### src/rtl/uart_mem_loader.sv
`default_nettype none
// ============================================================================
//  Module   : uart_mem_loader
//  Purpose  : Receives UART 8N1 bytes on RXD and writes the low WIDTH bits of
//             each byte, in arrival order, into the LED pattern memory at
//             addresses 0 .. DEPTH-1. Reports completion and framing errors.
//  Revision : 1.0 - initial release
// ----------------------------------------------------------------------------
//  Ports
//    CLK        in   system clock, rising edge
//    RESET      in   asynchronous active-high reset
//    RXD        in   asynchronous UART line, idles high
//    clear      in   synchronous pulse: abort frame, restart loading at 0
//    wr_en      out  one-cycle write strobe
//    wr_addr    out  write address (valid with wr_en)
//    wr_data    out  write data (valid with wr_en)
//    count      out  words written since reset/clear
//    done       out  high once count == DEPTH
//    busy       out  receiver is not idle
//    frame_err  out  sticky: a stop bit sampled 0
// ============================================================================
module uart_mem_loader #(
  parameter int CLKS_PER_BIT = 104,
  parameter int DEPTH        = 20,
  parameter int WIDTH        = 5,
  parameter int ADDR_W       = 5
) (
  input  logic              CLK,
  input  logic              RESET,
  input  logic              RXD,
  input  logic              clear,
  output logic              wr_en,
  output logic [ADDR_W-1:0] wr_addr,
  output logic [WIDTH-1:0]  wr_data,
  output logic [ADDR_W:0]   count,
  output logic              done,
  output logic              busy,
  output logic              frame_err
);

  localparam int CW = $clog2(CLKS_PER_BIT);

  // The IDLE cycle that sees rx low is offset 0 and START is entered at
  // offset 1 with the counter at 0, so the mid-start sample (offset H-1)
  // lands on counter value H-2. DATA and STOP are entered one cycle after
  // the previous sample, so every later sample is N-1 counts away.
  localparam logic [CW-1:0]   c_start_last = CW'(CLKS_PER_BIT / 2 - 2);
  localparam logic [CW-1:0]   c_bit_last   = CW'(CLKS_PER_BIT - 1);
  localparam logic [ADDR_W:0] c_depth      = (ADDR_W + 1)'(DEPTH);

  typedef enum logic [1:0] {
    S_IDLE  = 2'd0,
    S_START = 2'd1,
    S_DATA  = 2'd2,
    S_STOP  = 2'd3
  } state_t;

  // RXD synchronizer; idles high so reset must not fake a start bit
  logic r_sync1;
  logic r_sync2;
  logic w_rx;

  always_ff @(posedge CLK or posedge RESET) begin
    if (RESET) begin
      r_sync1 <= 1'b1;
      r_sync2 <= 1'b1;
    end else begin
      r_sync1 <= RXD;
      r_sync2 <= r_sync1;
    end
  end

  assign w_rx = r_sync2;

  state_t              r_state;
  logic [CW-1:0]       r_cnt;
  logic [2:0]          r_bit;
  logic [WIDTH-1:0]    r_data;
  logic                r_wr_en;
  logic [ADDR_W-1:0]   r_wr_addr;
  logic [WIDTH-1:0]    r_wr_data;
  logic [ADDR_W:0]     r_count;
  logic                r_done;
  logic                r_busy;
  logic                r_frame_err;
  logic [ADDR_W:0]     w_count_inc;

  assign w_count_inc = r_count + 1'b1;

  always_ff @(posedge CLK or posedge RESET) begin
    if (RESET) begin
      r_state     <= S_IDLE;
      r_cnt       <= '0;
      r_bit       <= '0;
      r_data      <= '0;
      r_wr_en     <= 1'b0;
      r_wr_addr   <= '0;
      r_wr_data   <= '0;
      r_count     <= '0;
      r_done      <= 1'b0;
      r_busy      <= 1'b0;
      r_frame_err <= 1'b0;
    end else if (clear) begin
      // A write already on the bus this cycle still lands; only the
      // count increment it would have caused is dropped.
      r_state     <= S_IDLE;
      r_cnt       <= '0;
      r_bit       <= '0;
      r_wr_en     <= 1'b0;
      r_count     <= '0;
      r_done      <= 1'b0;
      r_busy      <= 1'b0;
      r_frame_err <= 1'b0;
    end else begin
      r_wr_en <= 1'b0;

      // Count advances at the end of the strobe cycle so wr_addr equals
      // count during the strobe, and done rises together with count.
      if (r_wr_en) begin
        r_count <= w_count_inc;
        r_done  <= (w_count_inc == c_depth);
      end

      case (r_state)
        S_IDLE: begin
          if (!w_rx) begin
            r_state <= S_START;
            r_cnt   <= '0;
            r_busy  <= 1'b1;
          end
        end

        S_START: begin
          if (r_cnt == c_start_last) begin
            r_cnt <= '0;
            if (w_rx) begin
              // glitch shorter than half a bit: ignore it
              r_state <= S_IDLE;
              r_busy  <= 1'b0;
            end else begin
              r_state <= S_DATA;
              r_bit   <= '0;
            end
          end else begin
            r_cnt <= r_cnt + 1'b1;
          end
        end

        S_DATA: begin
          if (r_cnt == c_bit_last) begin
            r_cnt <= '0;
            // LSB first; bits above WIDTH are never written to memory
            if (32'(r_bit) < WIDTH) begin
              r_data[r_bit] <= w_rx;
            end
            r_bit <= r_bit + 1'b1;
            if (r_bit == 3'd7) begin
              r_state <= S_STOP;
            end
          end else begin
            r_cnt <= r_cnt + 1'b1;
          end
        end

        S_STOP: begin
          if (r_cnt == c_bit_last) begin
            r_cnt   <= '0;
            r_state <= S_IDLE;
            r_busy  <= 1'b0;
            if (!w_rx) begin
              r_frame_err <= 1'b1;
            end else if (!r_done) begin
              r_wr_en   <= 1'b1;
              r_wr_addr <= r_count[ADDR_W-1:0];
              r_wr_data <= r_data;
            end
          end else begin
            r_cnt <= r_cnt + 1'b1;
          end
        end

        default: begin
          r_state <= S_IDLE;
          r_busy  <= 1'b0;
        end
      endcase
    end
  end

  assign wr_en     = r_wr_en;
  assign wr_addr   = r_wr_addr;
  assign wr_data   = r_wr_data;
  assign count     = r_count;
  assign done      = r_done;
  assign busy      = r_busy;
  assign frame_err = r_frame_err;

endmodule
`default_nettype wire

### config.mk
export PLATFORM = sky130hd
export DESIGN_NAME = uart_mem_loader
export DESIGN_NICKNAME = d
export VERILOG_FILES = /design/src/rtl/uart_mem_loader.sv
export SDC_FILE = /design/constraint.sdc
export NUM_CORES = 1
export LEC_CHECK = 0
export ABC_AREA = 0
export BUFFER_PORTS_ARGS = -buffer_cell sky130_fd_sc_hd__buf_2
export CELL_PAD_IN_SITES_DETAIL_PLACEMENT = 0
export CELL_PAD_IN_SITES_GLOBAL_PLACEMENT = 2
export CORE_ASPECT_RATIO = 1.25
export CORE_MARGIN = 10
export CORE_UTILIZATION = 35
export CTS_BUF_LIST = sky130_fd_sc_hd__clkbuf_4
export CTS_CLUSTER_DIAMETER = 80
export DETAILED_ROUTE_END_ITERATION = 6
export PLACE_DENSITY_LB_ADDON = 0.1
export RECOVER_POWER = 25
export SLEW_MARGIN = 30
export SYNTH_ARGS = -nofsm -noshare
export SYNTH_HDL_FRONTEND = slang
export SYNTH_SLANG_ARGS = --single-unit
### constraint.sdc
create_clock -name CLK -period 1.6 [get_ports CLK]
set_input_delay 0.08 -clock CLK [delete_from_list [all_inputs] [get_ports CLK]]
set_output_delay 0.08 -clock CLK [all_outputs]
set_load 0.02 [all_outputs]
After elaboration in Yosys (flattened, before gate mapping)
Index checks and enable logic that the tools add are counted.
{ "word_totals": {"ff_bits": 39, "in_bits": 4, "out_inout_bits": 20, "elab_cells": 89} }
{ "op_classes": {"n_addsub": 3, "order_cmp": 3, "n_eq_ne": 15, "mux": 39, "bitwise_logic": 2, "reduce_logical": 14} }
{ "op_table": {"columns": ["cell", "n"], "rows": [
  ["two-way mux 7 bit", 4],
  ["inequality test 3 bit, second input constant", 7],
  ["one-hot mux 7 bit (3 select lines)", 1],
  ["two-way mux 1 bit", 16],
  ["AND reduction 5 bit", 3],
  ["two-way mux 2 bit", 7],
  ["two-way mux 3 bit", 4],
  ["two-way mux 6 bit", 2],
  ["one-hot mux 2 bit (4 select lines)", 1],
  ["AND reduction 4 bit", 2],
  ["adder 7 x 1 -> 7 bit, second input constant", 1],
  ["== test 7 x 6 -> 1 bit, second input constant", 1],
  ["== test 7 bit, second input constant", 1],
  ["adder 6 x 1 -> 6 bit, second input constant", 1],
  ["== test 6 x 5 -> 1 bit, second input constant", 1],
  ["one-hot mux 3 bit (2 select lines)", 1],
  ["nonzero test 2 bit", 3],
  ["bitwise mux 5 bit", 1],
  ["== test 2 bit, second input constant", 2],
  ["less-than comparator 3 x 4 -> 1 bit, second input constant", 1],
  ["nonzero test 4 bit", 1],
  ["adder 3 x 1 -> 3 bit, second input constant", 1],
  ["demux 1 bit (select 3 bit)", 1],
  ["== test 3 bit, second input constant", 1],
  ["11 further kinds", 12]
]} }

Longest topological paths before layout
{ "logic_depth": {"ltp_word": 5, "ltp_mapped": 6, "depth_no_buf": 6} }

Least setup slack after synthesis
Ideal clock, no wire load.
{ "synth_timing": {"path_kind": "register to register", "startpoint": "register r_cnt[0]", "endpoint": "register r_wr_addr[0], in the netlist wr_addr[0]", "setup_ps": 125, "arrival_time_ps": 1545, "required_ps": 1475, "setup_slack_ps": -70, "path_stages_with_launch": 6, "n_path_buf": 0, "synth_period_minus_slack_ps": 1670, "cell_sequence": "dfrtp_1 > ha_1 > and4b_2 > and3_4 > nand4_4 > mux2_2"} }
{ "synth_between": {"elab_chain_cells": 2} }
{ "synth_rtl": {"columns": ["item", "line_no", "rtl"], "rows": [
  ["start: declaration", "76", "logic [CW-1:0] r_cnt;"],
  ["start signal: assignment", "145", "r_cnt <= r_cnt + 1'b1;"],
  ["start signal: assignment", "161", "r_cnt <= r_cnt + 1'b1;"],
  ["start signal: assignment", "178", "r_cnt <= r_cnt + 1'b1;"],
  ["== test 7 bit", "166", "if (r_cnt == c_bit_last) begin"],
  ["AND reduction 5 bit (no line)", null, null],
  ["end signal: assignment", "174", "r_wr_addr <= r_count[ADDR_W-1:0];"],
  ["end: declaration", "80", "logic [ADDR_W-1:0] r_wr_addr;"]
]} }
No other way between the ends.
A chain may end at the register's enable or synchronous reset.

Worst setup path in the final report
{ "layout_timing": {"startpoint": "register r_cnt[0]", "endpoint": "register r_wr_addr[4], in the netlist wr_addr[4]"} }
The elaborated chain is that of the path after synthesis.

==> results by group <==
Critical path
  – Crit-path cells: ha_2 -> and4b_2 -> and3_4 -> nand4_4 -> mux2_2
  – Worst Path Required: 1.83 ns
  – Worst reg-to-reg path cell count: 5
  – Maximum fanout along the worst path: 5
  – CP peak stage delay: 0.42 ns
  – CP Buf/Inv Count: 0
  – Worst setup EP type: flop
  – CP Launch Type: flop
  – R2r setup slk: -0.1 ns
  – Family with the most delay on the worst path: simple AND/OR/NAND/NOR gates
  – CP max-delay cell: dfrtp_1
  – WP data arrival: 1.93 ns
  – Critical path type: reg -> reg
  – Levels on crit path: 5

Floorplan
  – Floorplan row count: 30
  – Die area: 0.008855 sq mm
  – Core Region: between 0.005 and 0.006 sq mm
  – DIE WIDTH: 86.19 um
  – # IOs: 24
  – Initial core utilization: 0.3571
  – DIE HEIGHT: between 100 and 150 um

Routing
  – Detailed router's first-iteration violation count: 60
  – WL/cell: 15.60 um
  – DRT antenna net count: 0
  – WL final: around 4500 um
  – DRC Markers: 0
  – Via density: 5.087
  – Vias: 1,465
  – Drt pass-1 iters: 4

Finish
  – Fin nets: 233
  – # fillers: 527
  – Area added between synthesis and finish: 25.39%
  – Antenna cell count: 0
  – Util after Layout: 0.4478
  – Register Area: 979.7 sq um
  – Most frequent cells in the layout: dfrtp_1, buf_2, buf_4
  – Commonest non-fill, non-tap cell in the layout: dfrtp_1
  – Area of the multi-input gates: 950.9 sq um
  – Share of cells above drive strength 1: 0.3884

Global routing
  – First-pass GRT wire length: 7410 um
  – Number of antenna violations at the first check in global routing: 0
  – Total grt overflow: 0
  – Tot GR Track Use: 0.1062
  – Number of global-route vias before repair: 1,484
  – Largest net degree at the start of global routing: 40

Run
  – # Max-Cap Violations: 0

Power
  – Lkg Pwr: 1.169 nW
  – Int Power: 1.227 mW
  – Reg power frac: 0.612
  – Cell Pwr Density: 685.3 mW/mm^2
  – Switching pwr: 0.4198 mW
  – Clock power share: 0.318
  – Switching Fraction: 0.2549
  – Total power: 1.647 mW
  – Comb pwr share: 0.070
  – VDD IR max: 0.0003584 V

Clocking
  – Clock latency on the worst-skew pair: 0.35 ns
  – Root buf cell: clkbuf_4
  – H-tree lvl count: 2
  – CTS clk-pin slew, worst paths: 0.12 ns
  – CTS Sinks: 39
  – Clk buf depth: 2
  – Clock buffer count from CTS: 5
  – CTS tree: built

Synth
  – FF+latch count, synth: 39
  – Register area share after synthesis: 0.5104
  – Top cell type's share of synthesized area: 0.4830
  – Top cells by area, synth: dfrtp_1, mux2_2, ha_1
  – Synth Instances: 172
  – Number of enable flip-flop cells after synthesis: 0
  – Yosys cell types: 40
  – Synth area leader: dfrtp_1
  – Syn Area/Cell: 11.14 sq um
  – Syn. warnings: 0
  – Top FF cell, synth: dfrtp_1
  – Async set-reset flop share out of synthesis: 1.000
  – Post-synthesis net count: roughly 180
  – Post-synthesis cell area: about 0.0019 sq mm

Timing
  – Crit path time final: roughly 1.7 ns
  – Slew Viols, Final: 0
  – Slew HR: 0.3525
  – Final worst path period share: 1.061
  – Setup WS post-layout: -0.09822 ns
  – Least-Margin Pin Slew: 0.9712 ns
  – RSZ-0062 raised after global routing: true
  – Skew final: 0.01155 ns
  – Final setup fails: 20
  – Final hold vios: 0
  – Fmax: ~0.59 GHz

Min path
  – Hold Path Stages: 2
  – Hold Crit Class: in -> reg

Place
  – Post-DP HPWL: 3336 um
  – Final GP Congestion: 0.7852
  – Port Buffers: 23

Status
  – Failing checks: setup timing
  – Outcome: complete, but fails checks
[power by group through the flow]
stage	Clock, mW	Sequential (mW)	Combinational [mW]
after floorplan	0	1.03	0.0619
after global placement	0	1.03	0.101
after detailed placement	0	1.03	0.103
after CTS	0.550	1.01	0.117
after global routing	0.594	1.01	0.128
final	0.524	1.01	0.115
[area by class of cell]
type / count / share of cell area
well taps: 64 / 0.03332
clock buffers: 6 / 0.01874
inverters: 6 / 0.009370
repair buffers: 49 / 0.1301
flip-flops and latches: 39 / 0.4076
multi-input cells: 122 / 0.3956
clock inverters: 2 / 0.005206
[Yosys cell counts, types with 4 or more instances]
library cell,instances
mux2i_1,4
nor2b_1,4
xor2_1,6
nand2_1,14
nand4_1,6
nor2_1,19
dfrtp_1,37
nand3_1,6
inv_1,6
xnor2_1,5
ha_1,6
mux2_2,15
[worst register-to-register path: cells and delay by family (launching register included)]
kind          cells  cell delay, ns
simple gates      3            0.66
fa+ha+maj         1            0.19
mux               1            0.32
flops             1            0.42
[per-layer routing]
metal  GRT usage  part of all wire
met2      0.1828              0.52
met4     0.04120             0.015
met5           0                 0
met3     0.02846             0.032
met1      0.1225              0.44
[sequential cells by signal, summed over array words and instances, names as in the netlist, 2 cells and up]
register / flops
r_bit: 3
r_state: 2
wr_addr: 5
r_cnt: 7
count: 6
wr_data: 5
r_data: 5
[cells by family (layout without fill, tap and decap cells)]
family | after synthesis | in the layout | synth area share
AO/OA/AOI/OAI | 19 | 19 | 0.06658
multiplexers | 19 | 19 | 0.1090
flip-flops | 39 | 39 | 0.5104
adder cells (fa/ha/maj) | 6 | 6 | 0.03916
buffers and inverters | 12 | 63 | 0.02545
AND/OR/NAND/NOR | 66 | 67 | 0.1991
XOR/XNOR | 11 | 11 | 0.05026
[path summary, 6_finish.rpt]
| check | startpoint | to |
|---|---|---|
| hold / removal | clear | r_state[1] |
| setup reg to reg | r_cnt[0] | wr_addr[4] |
| hold reg to reg | r_sync1 | r_sync2 |
| max in group asynchronous | RESET | r_state[0] |
| min in group asynchronous | RESET | r_data[2] |
| setup / recovery | r_cnt[0] | wr_addr[4] |
[timing repair]
item	in CTS	in global routing
gates resized for setup	6	5
hold buffers	2	0
cloned	1	0
buffers inserted	1	1
endpoints found under the hold margin	38	0
endpoints found under the setup margin	22	25
pin swaps	8	0
[through the flow]
| step | cells | cell area [sq um] | TNS (ns) | worst slack [ns] | hold slack (ns) |
|---|---|---|---|---|---|
| finish | 288 | 2404 | -0.9812 | -0.09822 | 0.05635 |
| global route | 288 | 2404 | -2.213 | -0.1463 | 0.06108 |
| CTS | 287 | 2380 | -1.049 | -0.1007 | 0.04642 |
| detailed placement | 275 | 2253 | -1.372 | -0.1216 | 0.1905 |
| global placement | 275 | 2253 | -0.6905 | -0.06090 | 0.1855 |
| floorplan | 172 | 1919 | -0.06441 | -0.006441 | 0.08448 |
No activity file was read; power rests on OpenSTA's default activity.
